**config.mk**
```make
export PLATFORM = sky130hd
export DESIGN_NAME = id_ex_fwd_stage_flat
export DESIGN_NICKNAME = d
export VERILOG_FILES = /design/src/rtl/id_ex_fwd_stage_if.sv /design/src/rtl/id_ex_fwd_stage.sv /design/src/flat_wrapper.sv
export SDC_FILE = /design/constraint.sdc
export NUM_CORES = 1
export LEC_CHECK = 0
export CORE_AREA = 2 2 203 205
export DETAILED_ROUTE_END_ITERATION = 7
export DIE_AREA = 0 0 205 207
export GPL_ROUTABILITY_DRIVEN = 0
export MAX_ROUTING_LAYER = met4
export PLACE_DENSITY = 0.59
export SYNTH_ARGS = -nofsm -noshare
export SYNTH_HDL_FRONTEND = slang
export SYNTH_SLANG_ARGS = --single-unit
```
**constraint.sdc**
```tcl
create_clock -name clk -period 13 [get_ports clk]
set_input_delay 3.25 -clock clk [delete_from_list [all_inputs] [get_ports clk]]
set_output_delay 3.25 -clock clk [all_outputs]
set_load 0.05 [all_outputs]
```
**src/rtl/id_ex_fwd_stage_if.sv**
```systemverilog
// ID/EX stage bundle: ID operands and pipeline destinations in, EX operands,
// forwarding selects and load-use stall out. The slave side is the stage itself.
interface id_ex_fwd_stage_if #(
  parameter int XLEN   = 64,
  parameter int REG_AW = 5
);
  logic              id_valid;
  logic [REG_AW-1:0] id_rs1, id_rs2, id_rd;
  logic [XLEN-1:0]   id_rs1_data, id_rs2_data, id_imm;
  logic [7:0]        id_ctrl;
  logic              flush;
  logic [REG_AW-1:0] exmem_rd;
  logic              exmem_reg_write;
  logic [REG_AW-1:0] memwb_rd;
  logic              memwb_reg_write;
  logic [XLEN-1:0]   memwb_wdata;

  logic              ex_valid;
  logic [REG_AW-1:0] ex_rs1, ex_rs2, ex_rd;
  logic [XLEN-1:0]   ex_rs1_data, ex_rs2_data, ex_imm;
  logic [7:0]        ex_ctrl;
  logic [1:0]        fwd_a, fwd_b;
  logic              stall_o;

  modport master (
    output id_valid, id_rs1, id_rs2, id_rd, id_rs1_data, id_rs2_data, id_imm,
           id_ctrl, flush, exmem_rd, exmem_reg_write, memwb_rd,
           memwb_reg_write, memwb_wdata,
    input  ex_valid, ex_rs1, ex_rs2, ex_rd, ex_rs1_data, ex_rs2_data, ex_imm,
           ex_ctrl, fwd_a, fwd_b, stall_o
  );

  modport slave (
    input  id_valid, id_rs1, id_rs2, id_rd, id_rs1_data, id_rs2_data, id_imm,
           id_ctrl, flush, exmem_rd, exmem_reg_write, memwb_rd,
           memwb_reg_write, memwb_wdata,
    output ex_valid, ex_rs1, ex_rs2, ex_rd, ex_rs1_data, ex_rs2_data, ex_imm,
           ex_ctrl, fwd_a, fwd_b, stall_o
  );
endinterface

```
**src/rtl/id_ex_fwd_stage.sv**
```systemverilog
// ID/EX pipeline register with EX operand forwarding selects and load-use stall.
// Define HAZARD_STATS_EN to add saturating stall_count / flush_count outputs.
module id_ex_fwd_stage #(
  parameter int XLEN   = 64,
  parameter int REG_AW = 5
) (
  input  logic             clk,
  input  logic             reset,
  id_ex_fwd_stage_if.slave bus
`ifdef HAZARD_STATS_EN
  ,
  output logic [31:0]      stall_count,
  output logic [31:0]      flush_count
`endif
);
  localparam int MEM_READ = 1;

  logic              r_valid;
  logic [REG_AW-1:0] r_rs1, r_rs2, r_rd;
  logic [XLEN-1:0]   r_rs1_data, r_rs2_data, r_imm;
  logic [7:0]        r_ctrl;

  logic              w_stall, w_wt1, w_wt2;
  logic [1:0]        w_fwd_a, w_fwd_b;

  function automatic logic [1:0] fwd_sel(
    input logic              vld,
    input logic [REG_AW-1:0] rs,
    input logic [REG_AW-1:0] xm_rd,
    input logic              xm_we,
    input logic [REG_AW-1:0] wb_rd,
    input logic              wb_we
  );
    logic [1:0] sel;
    sel = 2'b00;
    if (vld && xm_we && xm_rd != '0 && xm_rd == rs)      sel = 2'b10;
    else if (vld && wb_we && wb_rd != '0 && wb_rd == rs) sel = 2'b01;
    return sel;
  endfunction

  assign w_stall = bus.id_valid & r_valid & r_ctrl[MEM_READ] & (r_rd != '0) &
                   ((r_rd == bus.id_rs1) | (r_rd == bus.id_rs2)) & ~bus.flush;

  // Register file writes this same cycle, so the read data is stale on a match.
  assign w_wt1 = bus.memwb_reg_write & (bus.memwb_rd != '0) & (bus.memwb_rd == bus.id_rs1);
  assign w_wt2 = bus.memwb_reg_write & (bus.memwb_rd != '0) & (bus.memwb_rd == bus.id_rs2);

  assign w_fwd_a = fwd_sel(r_valid, r_rs1, bus.exmem_rd, bus.exmem_reg_write,
                           bus.memwb_rd, bus.memwb_reg_write);
  assign w_fwd_b = fwd_sel(r_valid, r_rs2, bus.exmem_rd, bus.exmem_reg_write,
                           bus.memwb_rd, bus.memwb_reg_write);

  always_ff @(posedge clk or posedge reset) begin
    if (reset) begin
      r_valid    <= 1'b0;
      r_rs1      <= '0;
      r_rs2      <= '0;
      r_rd       <= '0;
      r_rs1_data <= '0;
      r_rs2_data <= '0;
      r_imm      <= '0;
      r_ctrl     <= '0;
    end else if (bus.flush || w_stall) begin
      r_valid    <= 1'b0;
      r_rs1      <= '0;
      r_rs2      <= '0;
      r_rd       <= '0;
      r_rs1_data <= '0;
      r_rs2_data <= '0;
      r_imm      <= '0;
      r_ctrl     <= '0;
    end else begin
      r_valid    <= bus.id_valid;
      r_rs1      <= bus.id_rs1;
      r_rs2      <= bus.id_rs2;
      r_rd       <= bus.id_rd;
      r_rs1_data <= w_wt1 ? bus.memwb_wdata : bus.id_rs1_data;
      r_rs2_data <= w_wt2 ? bus.memwb_wdata : bus.id_rs2_data;
      r_imm      <= bus.id_imm;
      r_ctrl     <= bus.id_valid ? bus.id_ctrl : 8'h00;
    end
  end

`ifdef HAZARD_STATS_EN
  logic [31:0] r_stall_cnt, r_flush_cnt;

  always_ff @(posedge clk or posedge reset) begin
    if (reset) begin
      r_stall_cnt <= '0;
      r_flush_cnt <= '0;
    end else begin
      if (w_stall && r_stall_cnt != 32'hFFFF_FFFF)   r_stall_cnt <= r_stall_cnt + 32'd1;
      if (bus.flush && r_flush_cnt != 32'hFFFF_FFFF) r_flush_cnt <= r_flush_cnt + 32'd1;
    end
  end

  assign stall_count = r_stall_cnt;
  assign flush_count = r_flush_cnt;
`endif

  assign bus.ex_valid    = r_valid;
  assign bus.ex_rs1      = r_rs1;
  assign bus.ex_rs2      = r_rs2;
  assign bus.ex_rd       = r_rd;
  assign bus.ex_rs1_data = r_rs1_data;
  assign bus.ex_rs2_data = r_rs2_data;
  assign bus.ex_imm      = r_imm;
  assign bus.ex_ctrl     = r_ctrl;
  assign bus.fwd_a       = w_fwd_a;
  assign bus.fwd_b       = w_fwd_b;
  assign bus.stall_o     = w_stall;
endmodule

```
**src/flat_wrapper.sv**
```systemverilog
// flat-port wrapper written by rule: the top's interface ports become plain ports
module id_ex_fwd_stage_flat 
#(
  parameter int XLEN   = 64,
  parameter int REG_AW = 5
)
  (clk, reset, bus_id_valid, bus_id_rs1, bus_id_rs2, bus_id_rd, bus_id_rs1_data, bus_id_rs2_data, bus_id_imm, bus_id_ctrl, bus_flush, bus_exmem_rd, bus_exmem_reg_write, bus_memwb_rd, bus_memwb_reg_write, bus_memwb_wdata, bus_ex_valid, bus_ex_rs1, bus_ex_rs2, bus_ex_rd, bus_ex_rs1_data, bus_ex_rs2_data, bus_ex_imm, bus_ex_ctrl, bus_fwd_a, bus_fwd_b, bus_stall_o);
  id_ex_fwd_stage_if #(.XLEN(XLEN), .REG_AW(REG_AW)) bus_i ();
  input  logic clk;
  input  logic reset;
  input wire logic [$bits(bus_i.id_valid)-1:0] bus_id_valid;
  input wire logic [$bits(bus_i.id_rs1)-1:0] bus_id_rs1;
  input wire logic [$bits(bus_i.id_rs2)-1:0] bus_id_rs2;
  input wire logic [$bits(bus_i.id_rd)-1:0] bus_id_rd;
  input wire logic [$bits(bus_i.id_rs1_data)-1:0] bus_id_rs1_data;
  input wire logic [$bits(bus_i.id_rs2_data)-1:0] bus_id_rs2_data;
  input wire logic [$bits(bus_i.id_imm)-1:0] bus_id_imm;
  input wire logic [$bits(bus_i.id_ctrl)-1:0] bus_id_ctrl;
  input wire logic [$bits(bus_i.flush)-1:0] bus_flush;
  input wire logic [$bits(bus_i.exmem_rd)-1:0] bus_exmem_rd;
  input wire logic [$bits(bus_i.exmem_reg_write)-1:0] bus_exmem_reg_write;
  input wire logic [$bits(bus_i.memwb_rd)-1:0] bus_memwb_rd;
  input wire logic [$bits(bus_i.memwb_reg_write)-1:0] bus_memwb_reg_write;
  input wire logic [$bits(bus_i.memwb_wdata)-1:0] bus_memwb_wdata;
  output wire logic [$bits(bus_i.ex_valid)-1:0] bus_ex_valid;
  output wire logic [$bits(bus_i.ex_rs1)-1:0] bus_ex_rs1;
  output wire logic [$bits(bus_i.ex_rs2)-1:0] bus_ex_rs2;
  output wire logic [$bits(bus_i.ex_rd)-1:0] bus_ex_rd;
  output wire logic [$bits(bus_i.ex_rs1_data)-1:0] bus_ex_rs1_data;
  output wire logic [$bits(bus_i.ex_rs2_data)-1:0] bus_ex_rs2_data;
  output wire logic [$bits(bus_i.ex_imm)-1:0] bus_ex_imm;
  output wire logic [$bits(bus_i.ex_ctrl)-1:0] bus_ex_ctrl;
  output wire logic [$bits(bus_i.fwd_a)-1:0] bus_fwd_a;
  output wire logic [$bits(bus_i.fwd_b)-1:0] bus_fwd_b;
  output wire logic [$bits(bus_i.stall_o)-1:0] bus_stall_o;
  assign bus_i.id_valid = bus_id_valid;
  assign bus_i.id_rs1 = bus_id_rs1;
  assign bus_i.id_rs2 = bus_id_rs2;
  assign bus_i.id_rd = bus_id_rd;
  assign bus_i.id_rs1_data = bus_id_rs1_data;
  assign bus_i.id_rs2_data = bus_id_rs2_data;
  assign bus_i.id_imm = bus_id_imm;
  assign bus_i.id_ctrl = bus_id_ctrl;
  assign bus_i.flush = bus_flush;
  assign bus_i.exmem_rd = bus_exmem_rd;
  assign bus_i.exmem_reg_write = bus_exmem_reg_write;
  assign bus_i.memwb_rd = bus_memwb_rd;
  assign bus_i.memwb_reg_write = bus_memwb_reg_write;
  assign bus_i.memwb_wdata = bus_memwb_wdata;
  assign bus_ex_valid = bus_i.ex_valid;
  assign bus_ex_rs1 = bus_i.ex_rs1;
  assign bus_ex_rs2 = bus_i.ex_rs2;
  assign bus_ex_rd = bus_i.ex_rd;
  assign bus_ex_rs1_data = bus_i.ex_rs1_data;
  assign bus_ex_rs2_data = bus_i.ex_rs2_data;
  assign bus_ex_imm = bus_i.ex_imm;
  assign bus_ex_ctrl = bus_i.ex_ctrl;
  assign bus_fwd_a = bus_i.fwd_a;
  assign bus_fwd_b = bus_i.fwd_b;
  assign bus_stall_o = bus_i.stall_o;
  id_ex_fwd_stage #(.XLEN(XLEN), .REG_AW(REG_AW)) u_core (.clk(clk), .reset(reset), .bus(bus_i));
endmodule
```
==> results of run 1 <==
## cells in the mapped netlist (2+ instances only)
cell      instances
a211oi_1         87
a21oi_1           2
a221oi_1          8
a221oi_2        120
and2_1            2
and3_1            2
buf_1            24
buf_12            4
buf_2            39
buf_6             4
buf_8             7
clkbuf_1         79
dfrtp_1         216
inv_1            87
nand2_1           6
nand3_1           9
nand4_1         128
nor3_1            5
nor4_1            2
o31ai_1         128
xnor2_1          30
xor2_1           10
## final cells by class
| cell class | instances | area (µm²) |
|---|---|---|
| inverter | 87 | 334 |
| clock inverter | 11 | 119 |
| fill | 3911 | 22800 |
| antenna | 4 | 10.0 |
| clock buffer | 39 | 781 |
| tap | 532 | 666 |
| sequential | 216 | 5410 |
| multi-input combinational | 548 | 4930 |
| timing repair buffer | 532 | 5290 |
## through the flow
stage	hold slack [ns]	setup WS, ns	cell area (µm²)
6_report	1.08	3.45	17500
2_1_floorplan	1.41	3.84	11400
3_5_place_dp	1.04	3.47	16600
4_1_cts	1.07	3.46	17500
3_3_place_gp	1.03	3.47	16600
5_1_grt	1.09	3.38	17500
## critical path: stages
cell and delay [ns]:
clkdlybuf4s50_1 0.70, or4_4 0.24, o21a_4 0.67, nand2_1 0.17
nor3_1 0.38, clkdlybuf4s50_1 0.88
## state kept, by name, indices dropped and copies added (netlist names)
name                    cells
u_core.bus.ex_valid         1
u_core.bus.ex_rs1_data     64
u_core.bus.ex_imm          64
u_core.bus.ex_rd            5
u_core.bus.ex_rs1           5
u_core.bus.ex_rs2_data     64
u_core.bus.ex_rs2           5
u_core.bus.ex_ctrl          8
## report_power, final
part	leakage, µW	switching [µW]	internal, µW
Clock	0.000445	320	458
Combinational	0.00345	338	189
Sequential	0.00279	15.5	708
## routing by layer
metal  vias to the layer above  routed length, µm  global-route usage (%)
met5                         -                  0                       -
met4                         0               1530                    6.95
met3                        88               3210                    3.84
met2                       473              23800                    36.4
met1                      5384              21700                    31.9
li1                       4771                  -                       -
## cells by family after synthesis
| family | share of synthesized area (%) |
|---|---|
| and+or+nand+nor | 8.50 |
| AOI/OAI and AO/OA | 31.0 |
| xor gates and xnor gates | 3.07 |
| DFF | 47.4 |
| buffers and inverters | 9.99 |
## worst paths after layout
kind | from | endpoint | slack [ns] | cells past startpoint
setup / recovery | bus_memwb_rd[1] | bus_fwd_a[0] | 3.45 | 6
hold / removal | u_core.bus.ex_ctrl[1] | u_core.bus.ex_imm[1] | 1.08 | 3
setup reg to reg | u_core.bus.ex_valid | u_core.bus.ex_rs1_data[29] | 9.21 | 5
hold reg to reg | u_core.bus.ex_ctrl[1] | u_core.bus.ex_imm[1] | 1.08 | 3
max in group asynchronous | reset | u_core.bus.ex_rs2_data[50] | 8.33 | 3
min in group asynchronous | reset | u_core.bus.ex_rs2_data[14] | 3.20 | 2
==> qor.yml, run 1 <==
sta:
  post-route-min-period_ns: 9.55
  final-hold-violation-count: 0
  setup_violations: 0
  worstMarginPinSlew_ns: 1.15
  fmax_ghz: 0.105
  finClkSkew_ns: 0.00629
  rsz0062_at_grt: "no"
  fin_crit_sh_pct: 73.4
  finalSetupTns_ns: 0
  drv_slew: 0
  relSlewSlack_pct: 23.5
clock_network:
  tritoncts: "built"
  clock_latency_ns: 0.55
  cts_setup_buffers: 0
  cts_hold_buf: 0
  cts_sinks: 216
  cts_root_buf: "clkbuf_16"
  clk_path_buf_depth: 3
  clk_pin_slew_worst_paths_ns: 0.06
  h-tree-depth: 1
  cts_buffers: 27
  ctsResizeCount: 0
global_route:
  antenna_found_initial: 4
  grt_overflow: 0
  grt_pass1_wl_um: 74900
  grt_max_degree: 92
  track_usage_pct: 23.6
  grt_pass1_vias: 11100
die:
  die_h_um: 207
  rows: 74
  die_area_um2: 42400
  start_util_pct: 28.2
  die_w_um: 205
  io_pins: 516
  fp.coreArea_um2: 40400
logic_synthesis:
  avgSynthCellArea_um2: 11.3
  yosysTopAreaCell: "dfrtp_1"
  ys_warn_count: 0
  synthTopCellsByArea: "dfrtp_1 47%, a221oi_2 16%, o31ai_1 8.4%"
  synth_area_um2: 11400
  yosysUniqueCellTypes: 31
  async_reset_ff_share_pct: 100
  synth_top_area_share_pct: 47.4
  synth_nets: 1303
  ys.flop_type: "dfrtp_1"
  ys_seq_area_share_pct: 47.4
  yosys_register_bits: 216
  syn_inst: 1008
  synth-edff-count: 0
final_layout:
  final_common_cell: "clkdlybuf4s50_1"
  drive_above_1_share_pct: 13.7
  syn_to_final_growth_pct: 53.8
  final_cell_mix: "514 x clkdlybuf4s50_1, 216 x dfrtp_1, 128 x nand4_1, 128 x o31ai_1, 120 x a221oi_2"
  final_nets: 1707
  fin_cells: 1969
  fin_util_pct: 43.4
hold_path:
  hold_class: "flop to flop"
routing:
  drt_pass1_iterations: 5
  dr_total_vias: 10700
  ant_nets: 0
  first_iter_violations: 917
  drc_errors: 0
  wl_per_cell_um: 25.5
  via_per_inst: 5.44
  wl_um: 50200
critical_path:
  required_ns: 9.75
  worstSetupPathType: "input port to primary output"
  path_max_fanout: 67
  end_kind: "primary output"
  startpoint_type: "input port"
  crit_arrival_ns: 6.30
power_and_ir_drop:
  power_density_nw_per_um2: 116
  p_leak_uw: 0.00668
  finalPower_uw: 2030
  vdd_drop_max_mv: 0.0889
placement:
  dp_cells: 1915
  hpwlAfterDp_um: 32900
  io_buffers: 515
run:
  cap_viol_max_count: 0
outcome:
  outcome: "finished, final reports clean"
Note: power is estimated with default switching activity, not from simulation.
==> run 2: changes to the inputs <==
--- a/config.mk
+++ b/config.mk
@@ -5,12 +5,12 @@
 export SDC_FILE = /design/constraint.sdc
 export NUM_CORES = 1
 export LEC_CHECK = 0
-export CORE_AREA = 2 2 203 205
+export CORE_AREA = 2 2 198 200
 export DETAILED_ROUTE_END_ITERATION = 7
-export DIE_AREA = 0 0 205 207
+export DIE_AREA = 0 0 200 202
 export GPL_ROUTABILITY_DRIVEN = 0
 export MAX_ROUTING_LAYER = met4
-export PLACE_DENSITY = 0.59
+export PLACE_DENSITY = 0.64
 export SYNTH_ARGS = -nofsm -noshare
 export SYNTH_HDL_FRONTEND = slang
 export SYNTH_SLANG_ARGS = --single-unit
==> constraint.sdc (replaced) <==
create_clock -name clk -period 8.3 [get_ports clk]
set_input_delay 2.075 -clock clk [delete_from_list [all_inputs] [get_ports clk]]
set_output_delay 2.075 -clock clk [all_outputs]
set_load 0.05 [all_outputs]
==> qor.yml, run 2 (synthesis gave the netlist of run 1 again) <==
outcome:
  outcome: "finished, final reports clean"  # unchanged
routing:
  wl_met1_um: 21000  # was 21700 µm
  drc_errors: 0  # unchanged
  drt_pass1_iterations: 6  # was 5
  ant_nets: 0  # unchanged
  wl_um: 49400  # was 50200 µm
  via_per_inst: 5.51  # was 5.44
  top_layer: "met4"  # unchanged
  dr_total_vias: 10700  # about the same
  wl_per_cell_um: 25.3  # was 25.5 µm
  first_iter_violations: 980  # was 917
  dr_wl_met2_um: 23500  # was 23800 µm
  wl_met3_um: 3140  # was 3210 µm
clock_network:
  cts_sinks: 216  # unchanged
  cts_root_buf: "clkbuf_16"  # unchanged
  cts_hold_buf: 0  # unchanged
  cts_setup_buffers: 0  # unchanged
  clk_path_buf_depth: 3  # unchanged
  tritoncts: "built"  # unchanged
  clk_pin_slew_worst_paths_ns: 0.06  # about the same
  h-tree-depth: 1  # unchanged
  ctsResizeCount: 0  # unchanged
  clock_latency_ns: 0.56  # was 0.55 ns
  cts_buffers: 28  # was 27
global_route:
  grt_pass1_vias: 10800  # was 11100
  grt_max_degree: 173  # was 92
  track_usage_pct: 24.3  # was 23.6%
  grt_overflow: 0  # unchanged
  antenna_found_initial: 3  # was 4
  grt_pass1_wl_um: 72600  # was 74900 µm
critical_path:
  endpoint: "bus_fwd_a[0]"  # unchanged
  end_kind: "primary output"  # unchanged
  reg2reg_to: "u_core.bus.ex_rs2_data[39]"  # was u_core.bus.ex_rs1_data[29]
  startpoint_type: "input port"  # unchanged
  r2r_start: "u_core.bus.ex_rd[2]"  # was u_core.bus.ex_valid
  required_ns: 6.23  # was 9.75 ns
  crit_arrival_ns: 5.04  # was 6.30 ns
  worstSetupPathType: "input port to primary output"  # unchanged
  rr_worst_depth: 6  # was 5
  path_max_fanout: 68  # was 67
  critPathLaunch: "bus_memwb_rd[2]"  # was bus_memwb_rd[1]
  reg2reg_slack_ns: 5.33  # was 9.21 ns
sta:
  post-route-min-period_ns: 7.12
  finalSetupTns_ns: 0  # unchanged
  rsz0062_at_grt: "no"  # unchanged
  fmax_ghz: 0.141
  final-hold-violation-count: 0  # unchanged
  finClkSkew_ns: 0.00898  # was 0.00629 ns
  drv_slew: 0  # unchanged
  fin_crit_sh_pct: 85.7
  relSlewSlack_pct: 27.6  # was 23.5%
  worstMarginPinSlew_ns: 1.09  # was 1.15 ns
  setup_violations: 0  # unchanged
power_and_ir_drop:
  finalPower_uw: 3170  # was 2030 µW
  p_leak_uw: 0.00669  # was 0.00668 µW
  vdd_drop_max_mv: 0.164  # was 0.0889 mV
  power_density_nw_per_um2: 181  # was 116 nW/µm²
final_layout:
  fillers: 3508  # was 3911
  final_nets: 1708  # was 1707
  final_cell_mix: "514 x clkdlybuf4s50_1, 216 x dfrtp_1, 128 x nand4_1, 128 x o31ai_1, 120 x a221oi_2"  # unchanged
  drive_above_1_share_pct: 13.6  # was 13.7%
  final_common_cell: "clkdlybuf4s50_1"  # unchanged
  syn_to_final_growth_pct: 54.0  # was 53.8%
placement:
  io_buffers: 515  # unchanged
  hpwlAfterDp_um: 32700  # was 32900 µm
die:
  fp.coreArea_um2: 38300  # was 40400 µm²
  io_pins: 516  # unchanged
  die_h_um: 202  # was 207 µm
  die_area_um2: 40400  # was 42400 µm²
  die_w_um: 200  # was 205 µm
  start_util_pct: 29.8  # was 28.2%
  rows: 72  # was 74
hold_path:
  hold_class: "flop to flop"  # unchanged
run:
  cap_viol_max_count: 0  # unchanged
[run 2: cell count changes in the layout (fill, tap and decap cells not counted), sizes merged]
cell    previous run  this run
clkinv             5         7
clkbuf            39        37
inv               90        87
[run 2: layout make-up]
| class | instances | area (µm²) | area share, % |
|---|---|---|---|
| well taps | 518 | 648 | 3.69 |
| clock inverters | 10 | 114 | 0.649 |
| clock buffers | 37 | 785 | 4.47 |
| inverters | 87 | 334 | 1.90 |
| flip-flops and latches | 216 | 5410 | 30.8 |
| repair buffers | 532 | 5330 | 30.4 |
| multi-input cells | 548 | 4920 | 28.1 |
| diodes | 4 | 10.0 | 0.0570 |
[run 2: stage by stage]
stage	worst slack, ns	util (%)	hold slack, ns	area (µm²)	std cells
after floorplan	0.317	-	1.41	11400	1008
after global placement	1.24	43.5	1.35	16600	1901
after detailed placement	1.21	43.5	1.35	16600	1901
after CTS	1.22	45.8	1.37	17500	1948
after global routing	1.13	45.8	1.44	17500	1951
final	1.18	45.8	1.37	17500	1952
[run 2: how the worst min path moves through the flow]
stage,startpoint,endpoint,slack [ns],cells after the start
2_1_floorplan,u_core.bus.ex_valid,u_core.bus.ex_rs1_data[0],1.41,5
3_3_place_gp,u_core.bus.ex_ctrl[1],u_core.bus.ex_valid,1.35,4
3_5_place_dp,u_core.bus.ex_ctrl[1],u_core.bus.ex_valid,1.35,4
4_1_cts,u_core.bus.ex_ctrl[1],u_core.bus.ex_valid,1.37,4
5_1_grt,u_core.bus.ex_ctrl[1],u_core.bus.ex_valid,1.44,4
6_report,u_core.bus.ex_ctrl[1],u_core.bus.ex_valid,1.37,4
[run 2: routing by layer]
| layer | vias up | GRT usage [%] |
|---|---|---|
| met5 | - | - |
| met4 | 0 | 8.33 |
| met3 | 111 | 3.30 |
| met2 | 507 | 37.6 |
| met1 | 5367 | 32.7 |
| li1 | 4764 | - |
[run 2: worst max-delay path: stages]
cell,delay [ns]
clkdlybuf4s50_1,0.66
or4_4,0.22
o21a_4,0.63
nand2_1,0.16
nor3_1,0.40
clkdlybuf4s50_1,0.89
[run 2: report_power, final]
part / switching, µW / internal (µW)
clock network: 495 / 720
logic: 526 / 297
registers: 26.5 / 1110
==> run 3: changes to the inputs <==
--- a/config.mk
+++ b/config.mk
@@ -6,6 +6,7 @@
 export NUM_CORES = 1
 export LEC_CHECK = 0
 export CORE_AREA = 2 2 198 200
+export CTS_CLUSTER_SIZE = 12
 export DETAILED_ROUTE_END_ITERATION = 7
 export DIE_AREA = 0 0 200 202
 export GPL_ROUTABILITY_DRIVEN = 0
==> qor.yml, run 3 (synthesis gave the netlist of run 1 again) <==
clock_network:
  cts_buffers: 28  # unchanged
  clk_path_buf_depth: 3  # unchanged
  clock_latency_ns: 0.56  # about the same
  ctsResizeCount: 0  # unchanged
  h-tree-depth: 1  # unchanged
  cts_setup_buffers: 0  # unchanged
  cts_root_buf: "clkbuf_16"  # unchanged
  cts_sinks: 216  # unchanged
  cts_hold_buf: 0  # unchanged
  tritoncts: "built"  # unchanged
  clk_pin_slew_worst_paths_ns: 0.06  # about the same
hold_path:
  hold_path_end: "u_core.bus.ex_rs1[2]"  # was u_core.bus.ex_valid
  hold_class: "flop to flop"  # unchanged
  hold_start: "u_core.bus.ex_ctrl[1]"  # unchanged
  hold_path_depth: 4  # unchanged
placement:
  hpwlAfterDp_um: 32700  # unchanged
  dp_cells: 1901  # unchanged
  io_buffers: 515  # unchanged
global_route:
  grt_overflow: 0  # unchanged
  grt_max_degree: 173  # unchanged
  grt_pass1_vias: 10800  # about the same
  antenna_found_initial: 3  # unchanged
  grt_pass1_wl_um: 72500  # was 72600 µm
  track_usage_pct: 24.3  # about the same
critical_path:
  worstSetupPathType: "input port to primary output"  # unchanged
  crit_path_frequent_cell: "clkdlybuf4s50_1"  # unchanged
  cp_cell_sequence: "clkdlybuf4s50_1, or4_4, o21a_4, nand2_1, nor3_1, clkdlybuf4s50_1"  # unchanged
  cpMaxStageDelayCell: "clkdlybuf4s50_1"  # unchanged
  slowest_delay_ns: 0.88  # was 0.89 ns
  crit_arrival_ns: 5.02  # was 5.04 ns
  reg2reg_to: "u_core.bus.ex_rs1_data[55]"  # was u_core.bus.ex_rs2_data[39]
  required_ns: 6.23  # about the same
  reg2reg_slack_ns: 5.32  # was 5.33 ns
  critPathLaunch: "bus_memwb_rd[2]"  # unchanged
  rr_worst_depth: 6  # unchanged
  r2r_start: "u_core.bus.ex_rd[2]"  # unchanged
  startpoint_type: "input port"  # unchanged
  end_kind: "primary output"  # unchanged
  path_max_fanout: 68  # unchanged
routing:
  wl_per_cell_um: 25.2  # was 25.3 µm
  via_per_inst: 5.52  # was 5.51
  ant_nets: 0  # unchanged
  wl_um: 49300  # was 49400 µm
  drt_pass1_iterations: 7  # was 6
  dr_total_vias: 10800  # was 10700
  first_iter_violations: 1042  # was 980
  drc_errors: 0  # unchanged
final_layout:
  drive_above_1_share_pct: 14.1  # was 13.6%
  syn_to_final_growth_pct: 55.1  # was 54.0%
  final_nets: 1708  # unchanged
  final_common_cell: "clkdlybuf4s50_1"  # unchanged
  final_cell_mix: "514 x clkdlybuf4s50_1, 216 x dfrtp_1, 128 x nand4_1, 128 x o31ai_1, 120 x a221oi_2"  # unchanged
  fin_cells: 1957  # was 1952
sta:
  rsz0062_at_grt: "no"  # unchanged
  finClkSkew_ns: 0.00993  # was 0.00898 ns
  drv_slew: 0  # unchanged
  fmax_ghz: 0.141  # about the same
  setup_violations: 0  # unchanged
  relSlewSlack_pct: 25.9  # was 27.6%
  worstMarginPinSlew_ns: 1.11  # was 1.09 ns
  finalSetupTns_ns: 0  # unchanged
  fin_crit_sh_pct: 85.4  # was 85.7%
  post-route-min-period_ns: 7.09  # was 7.12 ns
  final-hold-violation-count: 0  # unchanged
die:
  die_w_um: 200  # unchanged
  die_h_um: 202  # unchanged
  rows: 72  # unchanged
  die_area_um2: 40400  # unchanged
  fp.coreArea_um2: 38300  # unchanged
  start_util_pct: 29.8  # unchanged
  io_pins: 516  # unchanged
power_and_ir_drop:
  power_density_nw_per_um2: 187  # was 181 nW/µm²
  p_leak_uw: 0.00674  # was 0.00669 µW
  vdd_drop_max_mv: 0.165  # was 0.164 mV
outcome:
  outcome: "finished, final reports clean"  # unchanged
run:
  cap_viol_max_count: 0  # unchanged
run 3: layer usage:
layer / global-route usage (%) / share of wire [%] / up-vias
met1: 32.6 / 42 / 5401
met5: - / 0 / -
li1: - / - / 4770
met3: 3.19 / 6.9 / 94
met2: 37.7 / 48 / 537
met4: 8.31 / 3.3 / 0
run 3: power by group:
| group | leakage [µW] | switching [µW] | internal, µW |
|---|---|---|---|
| combinational | 0.00345 | 526 | 297 |
| sequential | 0.00279 | 26.5 | 1110 |
| clock | 0.000500 | 511 | 837 |
run 3: through the flow:
step,total power (µW),worst slack (ns),hold slack (ns),cell area [µm²],util (%)
2_1_floorplan,1620,0.317,1.41,11400,-
3_3_place_gp,1970,1.24,1.35,16600,43.5
3_5_place_dp,1980,1.21,1.35,16600,43.5
4_1_cts,3330,1.22,1.37,17700,46.1
5_1_grt,3410,1.13,1.44,17700,46.2
6_report,3310,1.21,1.34,17700,46.2
run 3: worst max path at each step:
stage,slack (ns),endpoint,cells after the start
2_1_floorplan,0.32,u_core.bus.ex_ctrl[0],1
3_3_place_gp,1.24,bus_fwd_a[0],6
3_5_place_dp,1.21,bus_fwd_a[0],6
4_1_cts,1.22,bus_fwd_a[0],6
5_1_grt,1.13,bus_fwd_a[0],5
6_report,1.21,bus_fwd_a[0],6
run 3: critical path: cells and delay by family:
family / cells / cell delay (ns)
AO/OA/AOI/OAI: 1 / 0.63
buffers and inverters: 2 / 1.54
AND/OR/NAND/NOR: 3 / 0.76
run 3: layout make-up:
cell class                      count  area (µm²)
Timing Repair Buffer              532        5330
Antenna cell                        4        10.0
Sequential cell                   216        5410
Fill cell                        3501       20600
Clock inverter                     15         223
Inverter                           87         334
Clock buffer                       37         805
Multi-Input combinational cell    548        4920
Tap cell                          518         648
